File: src/rtl/sdm_dac_mod2.sv
// 1st/2nd-order single-bit sigma-delta DAC modulator with a one-sample input buffer,
// OSR modulator steps per sample and an optional clock-divided step rate.
module sdm_dac_mod2 #(
   parameter int DW      = 16,
   parameter int EXT     = 4,
   parameter int OSR     = 64,
   parameter int CLK_DIV = 1
) (
   input  logic          clk,
   input  logic          rst_n,
   input  logic          en,
   input  logic          order2,
   input  logic          s_valid,
   output logic          s_ready,
   input  logic [DW-1:0] s_data,
   output logic          dout,
   output logic          dout_valid,
   output logic          underrun,
   output logic          sat,
   input  logic          clr_flags
);

   localparam int ACC_W = DW + EXT;
   localparam int SW    = ACC_W + 1;
   localparam int OW    = $clog2(OSR);
   localparam int DVW   = (CLK_DIV > 1) ? $clog2(CLK_DIV) : 1;
   localparam int FS_I  = 2 ** (DW - 1);

   typedef enum logic [1:0] {IDLE, PRIME, RUN} state_t;

   state_t                   state;
   logic                     en_r;
   logic                     buf_full;
   logic                     mode_r;
   logic [DW-1:0]            buf_q;
   logic [DW-1:0]            cur;
   logic signed [ACC_W-1:0]  i1, i2;
   logic [OW-1:0]            osr_cnt;
   logic [DVW-1:0]           div_cnt;

   logic                     ce, accept, boundary;
   logic signed [SW-1:0]     i1_x, i2_x, cur_x, fb, s1, s2;
   logic signed [ACC_W-1:0]  i1_n, i2_n;
   logic                     ovf1, ovf2, bit_n;

   function automatic logic signed [ACC_W-1:0] clamp(input logic signed [SW-1:0] s);
      if (s[SW-1] != s[SW-2])
         return s[SW-1] ? {1'b1, {(ACC_W-1){1'b0}}} : {1'b0, {(ACC_W-1){1'b1}}};
      return s[ACC_W-1:0];
   endfunction

   assign s_ready  = en_r & ~buf_full;
   assign accept   = s_valid & s_ready;
   assign ce       = (state != IDLE) && (div_cnt == DVW'(CLK_DIV - 1));
   assign boundary = (osr_cnt == OW'(OSR - 1));

   // Feedback uses the previously emitted bit; second integrator sees the old i1.
   always_comb begin
      i1_x  = {i1[ACC_W-1], i1};
      i2_x  = {i2[ACC_W-1], i2};
      cur_x = {{(SW-DW){cur[DW-1]}}, cur};
      fb    = dout ? SW'(FS_I) : -SW'(FS_I);
      s1    = i1_x + cur_x - fb;
      s2    = i2_x + i1_x - fb;
      ovf1  = s1[SW-1] ^ s1[SW-2];
      ovf2  = mode_r & (s2[SW-1] ^ s2[SW-2]);
      i1_n  = clamp(s1);
      i2_n  = mode_r ? clamp(s2) : '0;
      bit_n = mode_r ? ~i2_n[ACC_W-1] : ~i1_n[ACC_W-1];
   end

   always_ff @(posedge clk or negedge rst_n) begin
      if (!rst_n) begin
         state      <= IDLE;
         en_r       <= 1'b0;
         buf_full   <= 1'b0;
         mode_r     <= 1'b0;
         buf_q      <= '0;
         cur        <= '0;
         i1         <= '0;
         i2         <= '0;
         osr_cnt    <= '0;
         div_cnt    <= '0;
         dout       <= 1'b0;
         dout_valid <= 1'b0;
         underrun   <= 1'b0;
         sat        <= 1'b0;
      end else begin
         en_r       <= en;
         dout_valid <= 1'b0;
         underrun   <= 1'b0;
         if (clr_flags)
            sat <= 1'b0;

         if (!en_r) begin
            state    <= IDLE;
            buf_full <= 1'b0;
            i1       <= '0;
            i2       <= '0;
            osr_cnt  <= '0;
            div_cnt  <= '0;
            dout     <= 1'b0;
         end else begin
            if (accept) begin
               buf_q    <= s_data;
               buf_full <= 1'b1;
            end

            if (state == IDLE || div_cnt == DVW'(CLK_DIV - 1))
               div_cnt <= '0;
            else
               div_cnt <= div_cnt + 1'b1;

            case (state)
               IDLE: state <= PRIME;
               PRIME: begin
                  if (ce && buf_full) begin
                     cur      <= buf_q;
                     mode_r   <= order2;
                     buf_full <= 1'b0;
                     osr_cnt  <= '0;
                     state    <= RUN;
                  end
               end
               RUN: begin
                  if (ce) begin
                     i1         <= i1_n;
                     i2         <= i2_n;
                     dout       <= bit_n;
                     dout_valid <= 1'b1;
                     if (ovf1 || ovf2)
                        sat <= 1'b1;
                     osr_cnt <= boundary ? '0 : osr_cnt + 1'b1;
                     // Frame boundary: take the buffered sample, or hold cur and flag it.
                     if (boundary) begin
                        if (buf_full) begin
                           cur      <= buf_q;
                           mode_r   <= order2;
                           buf_full <= 1'b0;
                        end else begin
                           underrun <= 1'b1;
                        end
                     end
                  end
               end
               default: state <= IDLE;
            endcase
         end
      end
   end

endmodule

File: config.mk
export PLATFORM = sky130hd
export DESIGN_NAME = sdm_dac_mod2
export DESIGN_NICKNAME = d
export VERILOG_FILES = /design/src/rtl/sdm_dac_mod2.sv
export SDC_FILE = /design/constraint.sdc
export NUM_CORES = 1
export LEC_CHECK = 0
export BUFFER_PORTS_ARGS = -buffer_cell sky130_fd_sc_hd__buf_2
export CORE_MARGIN = 1
export CORE_UTILIZATION = 51
export DETAILED_ROUTE_END_ITERATION = 6
export PLACE_DENSITY = 0.73
export SYNTH_ARGS = -nofsm -noshare
export SYNTH_HDL_FRONTEND = slang
export SYNTH_SLANG_ARGS = --single-unit
File: constraint.sdc
create_clock -name clk -period 4.3 [get_ports clk]
set_clock_uncertainty 0.05 [all_clocks]
set_input_delay 0.215 -clock clk [delete_from_list [all_inputs] [get_ports clk]]
set_output_delay 0.215 -clock clk [all_outputs]
set_load 0.01 [all_outputs]
### Word level (Yosys, flattened, before mapping)

Index checks and enable logic that the tools add are counted.

| storage, ports and cells | value |
|---|---|
| input bits | 22 |
| bits in registers | 88 |
| output and inout port bits | 5 |

| operators by class | value |
|---|---|
| bitwise operators | 9 |
| eq/ne operators | 15 |
| multiplexer cells | 60 |
| reductions and logical operators | 12 |
| $add $sub $neg | 6 |

Operators with widths:

| operator | number |
|---|---|
| two-way mux 20 bit | 13 |
| two-way mux 16 bit | 4 |
| subtractor 21 bit | 2 |
| one-hot mux 16 bit (2 select lines) | 1 |
| two-way mux 1 bit | 31 |
| two-way mux 6 bit | 4 |
| adder 20 x 16 -> 21 bit | 1 |
| adder 20 x 20 -> 21 bit | 1 |
| two-way mux 21 bit | 1 |
| one-hot mux 6 bit (2 select lines) | 1 |
| inequality test 2 bit, second input constant | 5 |
| adder 6 x 1 -> 6 bit, second input constant | 1 |
| equality test 6 bit, second input constant | 1 |
| inequality test 3 bit, second input constant | 2 |
| one-hot mux 2 bit (3 select lines) | 1 |
| AND reduction 2 bit | 3 |
| AND reduction 6 bit | 1 |
| two-way mux 2 bit | 2 |
| inequality test 2 x 1 -> 1 bit, second input constant | 2 |
| NOT 1 bit | 4 |
| one-hot mux 1 bit (2 select lines) | 2 |
| nonzero test 2 bit | 2 |
| bitwise AND 1 bit | 3 |
| inequality test 3 x 1 -> 1 bit, second input constant | 1 |
| other kinds (9) | 13 |

### Longest topological paths before layout

Gate-level depths: netlist of the first run.

| depth | value |
|---|---|
| depth in word-level cells | 11 |
| mapped depth | 15 |
| depth with buffers taken out | 12 |

### Worst setup path before layout of the first run

No wires, ideal clock.

| timing path | value |
|---|---|
| path kind | register to register |
| from | register dout |
| to | register i2[6] |
| slack | 898 ps |
| arrival | 3223 ps |
| stages on the path, launching flop included | 13 |
| path through | dfrtp_1 -> inv_1 -> fa_1 -> inv_1 -> ha_1 -> a21o_1 -> a21oi_1 -> nor2_1 -> a2111oi_0 -> nand3_2 -> or3_1 -> a21oi_1 -> o21ai_1 |

| between the ends | value |
|---|---|
| longest elaborated chain between the ends | 9 |
| elaborated cells on any way between the ends | 11 |

RTL lines:

| what | RTL line | text |
|---|---|---|
| from (decl) | 16 | `output logic dout,` |
| from (signal assigned) | 129 | `dout <= bit_n;` |
| two-way mux 21 bit * | 62 | `fb = dout ? SW'(FS_I) : -SW'(FS_I);` |
| subtractor 21 bit * | 64 | `s2 = i2_x + i1_x - fb;` |
| two-way mux 20 bit / inequality test 1 bit (equally long branches) | 48, 47 |  |
| two-way mux 20 bit / two-way mux 1 bit (equally long branches) | 47 | `if (s[SW-1] != s[SW-2])` |
| two-way mux 20 bit * | 49 | `return s[ACC_W-1:0];` |
| two-way mux 20 bit * | 68 | `i2_n = mode_r ? clamp(s2) : '0;` |
| two-way mux 20 bit * | 126 | `if (ce) begin` |
| two-way mux 20 bit * | 114 | `case (state)` |
| two-way mux 20 bit * | 95 | `if (!en_r) begin` |
| to (signal assigned) | 128 | `i2 <= i2_n;` |
| to (decl) | 37 | `logic signed [ACC_W-1:0] i1, i2;` |

Mark *: on every way between the ends. The rest lies on a longest branch, timed or not. The select of a mux whose other input is x is not followed.
A chain may end at the register's enable or synchronous reset.

### Final worst setup path of the first run

| timing path | value |
|---|---|
| from | register dout |
| to | register i2[4] |

Same word-level chain as after synthesis.

==> flow_summary_export.csv, run 1 <==
group,metric,value,unit
run_status,outcome,"completed",
clocking,cts.sinks,88,
critical_path,required,4450,ps
timing,setup-tns-final,0,ps
yosys,yosys_warnings,0,
critical_path,timing.rr.end,"i2[4]",
floorplan,fp.dieH,118.4,um
global_routing,grt_pass1_vias,5352,
global_routing,grt.overflow.total,0,
place,port_buffers,26,
routing,drc,0,
routing,num_vias,5367,
clocking,clk_latency,350,ps
critical_path,cp-start-kind,"flip-flop",
routing,drt-initial-drc-count,314,
yosys,post-synth-top-area-fraction,31.87,%
yosys,ys_async_sr_fraction,100.0,%
yosys,synth.area.top_cells,"dfrtp_1 32%, ha_1 14%, inv_1 6.5%",
min_path,hold_depth,2,
timing,finalMaxSlewViolations,0,
timing,rsz0062_at_grt,"false",
layout,area_growth,8.511,%
clocking,clockBufferDepth,2,
yosys,synthTopCellsByCount,"119 x inv_1, 88 x dfrtp_1, 77 x nand2_1",
min_path,hold_class,"in -> reg",
timing,final_hold_viol_count,0,
timing,slew_headroom,39.18,%
floorplan,std_cell_rows,42,
global_routing,grt_max_degree,54,
critical_path,path_class,"reg -> reg",
routing,viasPerCell,5.522,
global_routing,grt_pass1_wl,25300,um
yosys,netlist_instances,774,
place,dp.cells,955,
timing,worst_pin_slew,908.4,ps
place,placed_area,0.007142,mm^2
routing,ant_nets,0,
clocking,numCtsBuffers,9,
yosys,synth.distinct_cells,73,
timing,period_share,90.46,%
layout,antennaDiodeCount,0,
layout,utilization,56.61,%
clocking,cts_setup_buffers,0,
global_routing,antenna_found_initial,0,
routing,drt_pre_antenna_iters,4,
yosys,synth.most_common_cell,"inv_1",
yosys,syn_avg_cell_area,8.927,um^2
timing,fin_crit,3890,ps
yosys,synth_top_area_cell,"dfrtp_1",
yosys,ys.flop_type,"dfrtp_1",
flow_run,drv.max_cap_violation_count,0,
global_routing,track_usage,22.51,%
routing,finalWirelength,14480,um
timing,setup_viol,0,
layout,nFillCells,1200,
min_path,hold_end,"sat",
timing,fmax,257.1,MHz
critical_path,worstPathArrival,4040,ps
yosys,synth_seq_cells,88,
pwr,power_leakage,3.694,nW
place,hpwl,10840,um
critical_path,reg2reg_from,"dout",
yosys,syn_nets,879,
yosys,ys_seq_area_share,31.87,%
floorplan,die_area,0.01402,mm^2
layout,fin_cells,972,
clocking,tritoncts,"yes",
floorplan,io_pins,27,
pwr,vdd_drop_max,0.0003399,V
min_path,min_from,"clr_flags",
yosys,syn_area,0.006909,mm^2
layout,final_nets,897,
clocking,path_clk_slew,60,ps
layout,drive_above_1_share,13.57,%
critical_path,regToRegSetupSlack,410,ps
timing,fin_worst_hold_slack,32.43,ps
floorplan,fp.dieW,118.4,um
place,gp_congestion,0.8804,
critical_path,critPathMaxFanout,17,
floorplan,core_area,0.01324,mm^2
clocking,h-tree-depth,3,
clocking,cts_resized,0,
layout,ff_latch_area,0.002202,mm^2
floorplan,start_util,52.17,%
critical_path,crit_path_end_kind,"flip-flop",
layout,design_area,0.007497,mm^2
routing,wl_per_cell,14.90,um
layout,multi_input_area,0.004095,mm^2
yosys,synth_edf_count,0,
pwr,powerDensity,533.0,mW/mm^2
clocking,root_buffer,"clkbuf_16",
critical_path,reg2reg_depth,11,
clocking,hold_buffers,2,
-- final cells by class --
| cell class | instances | share of cell area, % |
|---|---|---|
| well taps | 176 | 2.937 |
| repair buffers | 34 | 2.637 |
| flip-flops and latches | 88 | 29.37 |
| inverters | 119 | 5.958 |
| multi-input cells | 540 | 54.62 |
| clock buffers | 10 | 3.054 |
| clock inverters | 5 | 1.419 |
-- power by group --
group,leakage (nW),internal [mW],switching [mW]
registers,1.18,0.939,0.0638
clock network,0.159,0.566,0.340
logic,2.36,0.894,1.19
-- metrics by stage --
| step | total power [mW] | worst slack (ps) |
|---|---|---|
| after floorplan | 2.700 | 898.0 |
| after global placement | 3.040 | 530.4 |
| after detailed placement | 3.077 | 386.7 |
| after CTS | 3.996 | 400.1 |
| after global routing | 4.308 | 1.850 |
| final | 3.996 | 410.2 |
-- how the worst max path moves through the flow --
stage / start / end / cells past startpoint
3_3_place_gp: dout / i2[2] / 11
6_report: dout / i2[4] / 11
5_1_grt: dout / i2[5] / 11
2_1_floorplan: dout / i2[6] / 12
4_1_cts: dout / i2[3] / 11
3_5_place_dp: dout / i2[4] / 11
-- placed cells by master (no fill, tap or decap), drive strengths merged, types with 20 or more instances in the layout --
cell,synthesis,final
ha,75,75
dfrtp,88,88
o211ai,23,23
mux2,20,20
a21oi,61,61
nor2,25,25
o21ai,74,74
nand2,77,77
buf,14,32
inv,119,119
-- registers in the layout (all words and copies together) (netlist names) --
signal and cells:
i1 20, i2 20, buf_q 16, cur 16, osr_cnt 6, state 2
buf_full 1, div_cnt 1, dout 1, dout_valid 1, en_r 1, mode_r 1
sat 1, underrun 1
-- worst max-delay path, stage by stage (launching register included) --
cell	delay, ps
dfrtp_1	650
inv_1	180
fa_1	550
inv_1	40
ha_1	240
a21o_1	200
a21oi_1	240
nor2_1	80
a2111oi_0	500
nand3_2	220
o21ai_2	590
o21ai_0	190
-- per-layer routing --
metal	track usage, %	up-vias	part of all wire, %	wire [um]
li1	-	2703	-	-
met1	30.50	2558	48	6954
met2	35.77	85	46	6700
met3	2.558	21	3.4	496
met4	11.16	0	2.3	327
met5	0	-	0	0
-- cell families (layout without fill, tap and decap cells) --
kind of cell	Yosys count	count (layout)	share of synthesized area [%]
xor+xnor	29	29	3.984
flops	88	88	31.87
buf+inv	146	168	8.964
simple gates	183	183	13.24
mux	21	21	3.513
fa+ha+maj	83	83	15.90
compound gates	223	223	22.47
other cells	1	1	0.05428
Power figures use the tool's default switching activity.
==> inputs of run 2 (changes only) <==
--- a/config.mk
+++ b/config.mk
@@ -9,6 +9,7 @@
 export CORE_MARGIN = 1
 export CORE_UTILIZATION = 51
 export DETAILED_ROUTE_END_ITERATION = 6
+export GPL_TIMING_DRIVEN = 0
 export PLACE_DENSITY = 0.73
 export SYNTH_ARGS = -nofsm -noshare
 export SYNTH_HDL_FRONTEND = slang
==> constraint.sdc (replaced) <==
create_clock -name clk -period 3.7 [get_ports clk]
set_clock_uncertainty 0.05 [all_clocks]
set_input_delay 0.185 -clock clk [delete_from_list [all_inputs] [get_ports clk]]
set_output_delay 0.185 -clock clk [all_outputs]
set_load 0.01 [all_outputs]
==> run 2 against run 1 <==
Worst setup slack got worse by 280 ps. Hold slack got worse by 24 ps. Fmax rose by 9.1%. Critical endpoint is now i1[17]. Non-clock buffer count rose by 26. Die area did not move. Largest power group unchanged. Count of clock-buffer cells in the layout rose by 1.
==> flow_summary_export.csv, run 2 (synthesis results as in run 1) <==
group,metric,value,unit
timing,rsz0062_at_grt,"false",
timing,worst_pin_slew,1064,ps
timing,finalMaxSlewViolations,0,
floorplan,die_area,0.01402,mm^2
floorplan,fp.dieW,118.4,um
place,place_ws,-374.5,ps
global_routing,grt_pass1_wl,24260,um
clocking,clockBufferDepth,2,
routing,wl_met3,335,um
floorplan,fp.dieH,118.4,um
routing,met2_length,6701,um
layout,final_nets,923,
layout,reg.largest.list,"i1 x20, i2 x20",
layout,antennaDiodeCount,0,
layout,area_growth,10.58,%
place,port_buffers,26,
routing,ant_nets,0,
floorplan,start_util,52.17,%
clocking,clk_latency,340,ps
layout,ff_latch_area,0.002203,mm^2
routing,finalWirelength,14650,um
timing,period_share,96.40,%
floorplan,io_pins,27,
pwr,power_leakage,3.761,nW
routing,viasPerCell,5.418,
critical_path,worstPathArrival,3780,ps
floorplan,std_cell_rows,42,
clocking,cts.sinks,88,
critical_path,path_class,"reg -> reg",
timing,fin_ws,133.2,ps
timing,setup_viol,0,
timing,fin_worst_hold_slack,8.752,ps
layout,layout_common_cells,"119 x inv_1, 87 x dfrtp_1, 77 x nand2_1, 75 x ha_1, 60 x a21oi_1",
pwr,vdd_drop_max,0.0002784,V
clocking,numCtsBuffers,9,
run_status,outcome,"completed",
layout,layout_commonest_cell,"inv_1",
clocking,tritoncts,"yes",
timing,fin_crit,3567,ps
routing,wl_met1,7240,um
layout,design_area,0.007640,mm^2
floorplan,core_area,0.01324,mm^2
routing,drt-initial-drc-count,382,
critical_path,crit_path_end_kind,"flip-flop",
timing,slew_headroom,28.93,%
clocking,root_buffer,"clkbuf_16",
place,gp_congestion,0.8460,
place,hpwl,11320,um
routing,num_vias,5407,
global_routing,grt_pass1_vias,5145,
layout,drive_above_1_share,14.48,%
routing,wl_per_cell,14.68,um
layout,multi_input_area,0.004096,mm^2
critical_path,critPathMaxFanout,10,
timing,fmax,280.4,MHz
global_routing,grt_max_degree,63,
timing,final_hold_viol_count,0,
global_routing,grt.overflow.total,0,
clocking,h-tree-depth,3,
critical_path,required,3910,ps
layout,nFillCells,1232,
global_routing,antenna_found_initial,0,
routing,drt_pre_antenna_iters,4,
global_routing,track_usage,21.73,%
critical_path,cp-start-kind,"flip-flop",
place,placed_area,0.007289,mm^2
pwr,powerDensity,593.8,mW/mm^2
routing,drc,0,
routing,top_layer_used,"met4",
flow_run,drv.max_cap_violation_count,0,
clocking,path_clk_slew,70,ps
min_path,hold_class,"in -> reg",
-- run 2: worst max-delay path: stages, from the launching register on --
cell       delay (ps)
dfrtp_1           340
inv_1              80
ha_1              280
inv_1              40
ha_1              370
a2111oi_0         490
nor3_1            100
o21a_2            190
a21oi_1           210
mux2_4            330
a211oi_2          320
clkbuf_1          390
o21ai_0           200
o211ai_2           90
-- run 2: per-stage QoR --
stage               TNS [ps]  util (%)  power, mW  cells
floorplan                  0         -      3.138    774
global placement       -3838     54.82      3.568    976
detailed placement     -4749     55.05      3.609    977
CTS                        0     57.52      4.546    995
global route               0     57.69      4.898    998
finish                     0     57.69      4.536    998
-- run 2: worst paths after layout --
kind / from / endpoint / slack (ps) / cells past startpoint
worst min-delay path: clr_flags / sat / 9 / 2
worst max register to register: i1[7] / i1[17] / 130 / 13
worst min register to register: buf_q[8] / cur[8] / 440 / 2
worst max-delay path: i1[7] / i1[17] / 130 / 13
max in group asynchronous: rst_n / dout / 2680 / 3
min in group asynchronous: rst_n / buf_q[3] / 250 / 2
-- run 2: power breakdown --
| part | total [mW] | internal (mW) | leakage (nW) | switching (mW) |
|---|---|---|---|---|
| Sequential | 1.16 | 1.09 | 1.18 | 0.0729 |
| Clock | 0.910 | 0.524 | 0.136 | 0.386 |
| Combinational | 2.46 | 1.08 | 2.45 | 1.39 |
-- run 2: what timing repair did --
item / CTS / global route
resized for setup: 4 / 0
pin swaps: 1 / 0
hold buffers: 2 / 0
setup buffers: 1 / 3
endpoints found under the hold margin: 27 / 0
setup endpoints to repair: 20 / 20
-- run 2: layout make-up --
class	count	share of cell area, %
multi-input cells	540	53.62
flip-flops and latches	88	28.84
inverters	119	5.847
clock buffers	11	3.046
well taps	176	2.882
repair buffers	33	2.751
plain buffers	27	2.293
clock inverters	4	0.7206
-- run 2: metal layers --
layer  GRT usage [%]  vias up
met5               0        -
met4           8.228        0
met3           2.896       21
met2           35.63       60
met1           29.25     2578
li1                -     2748
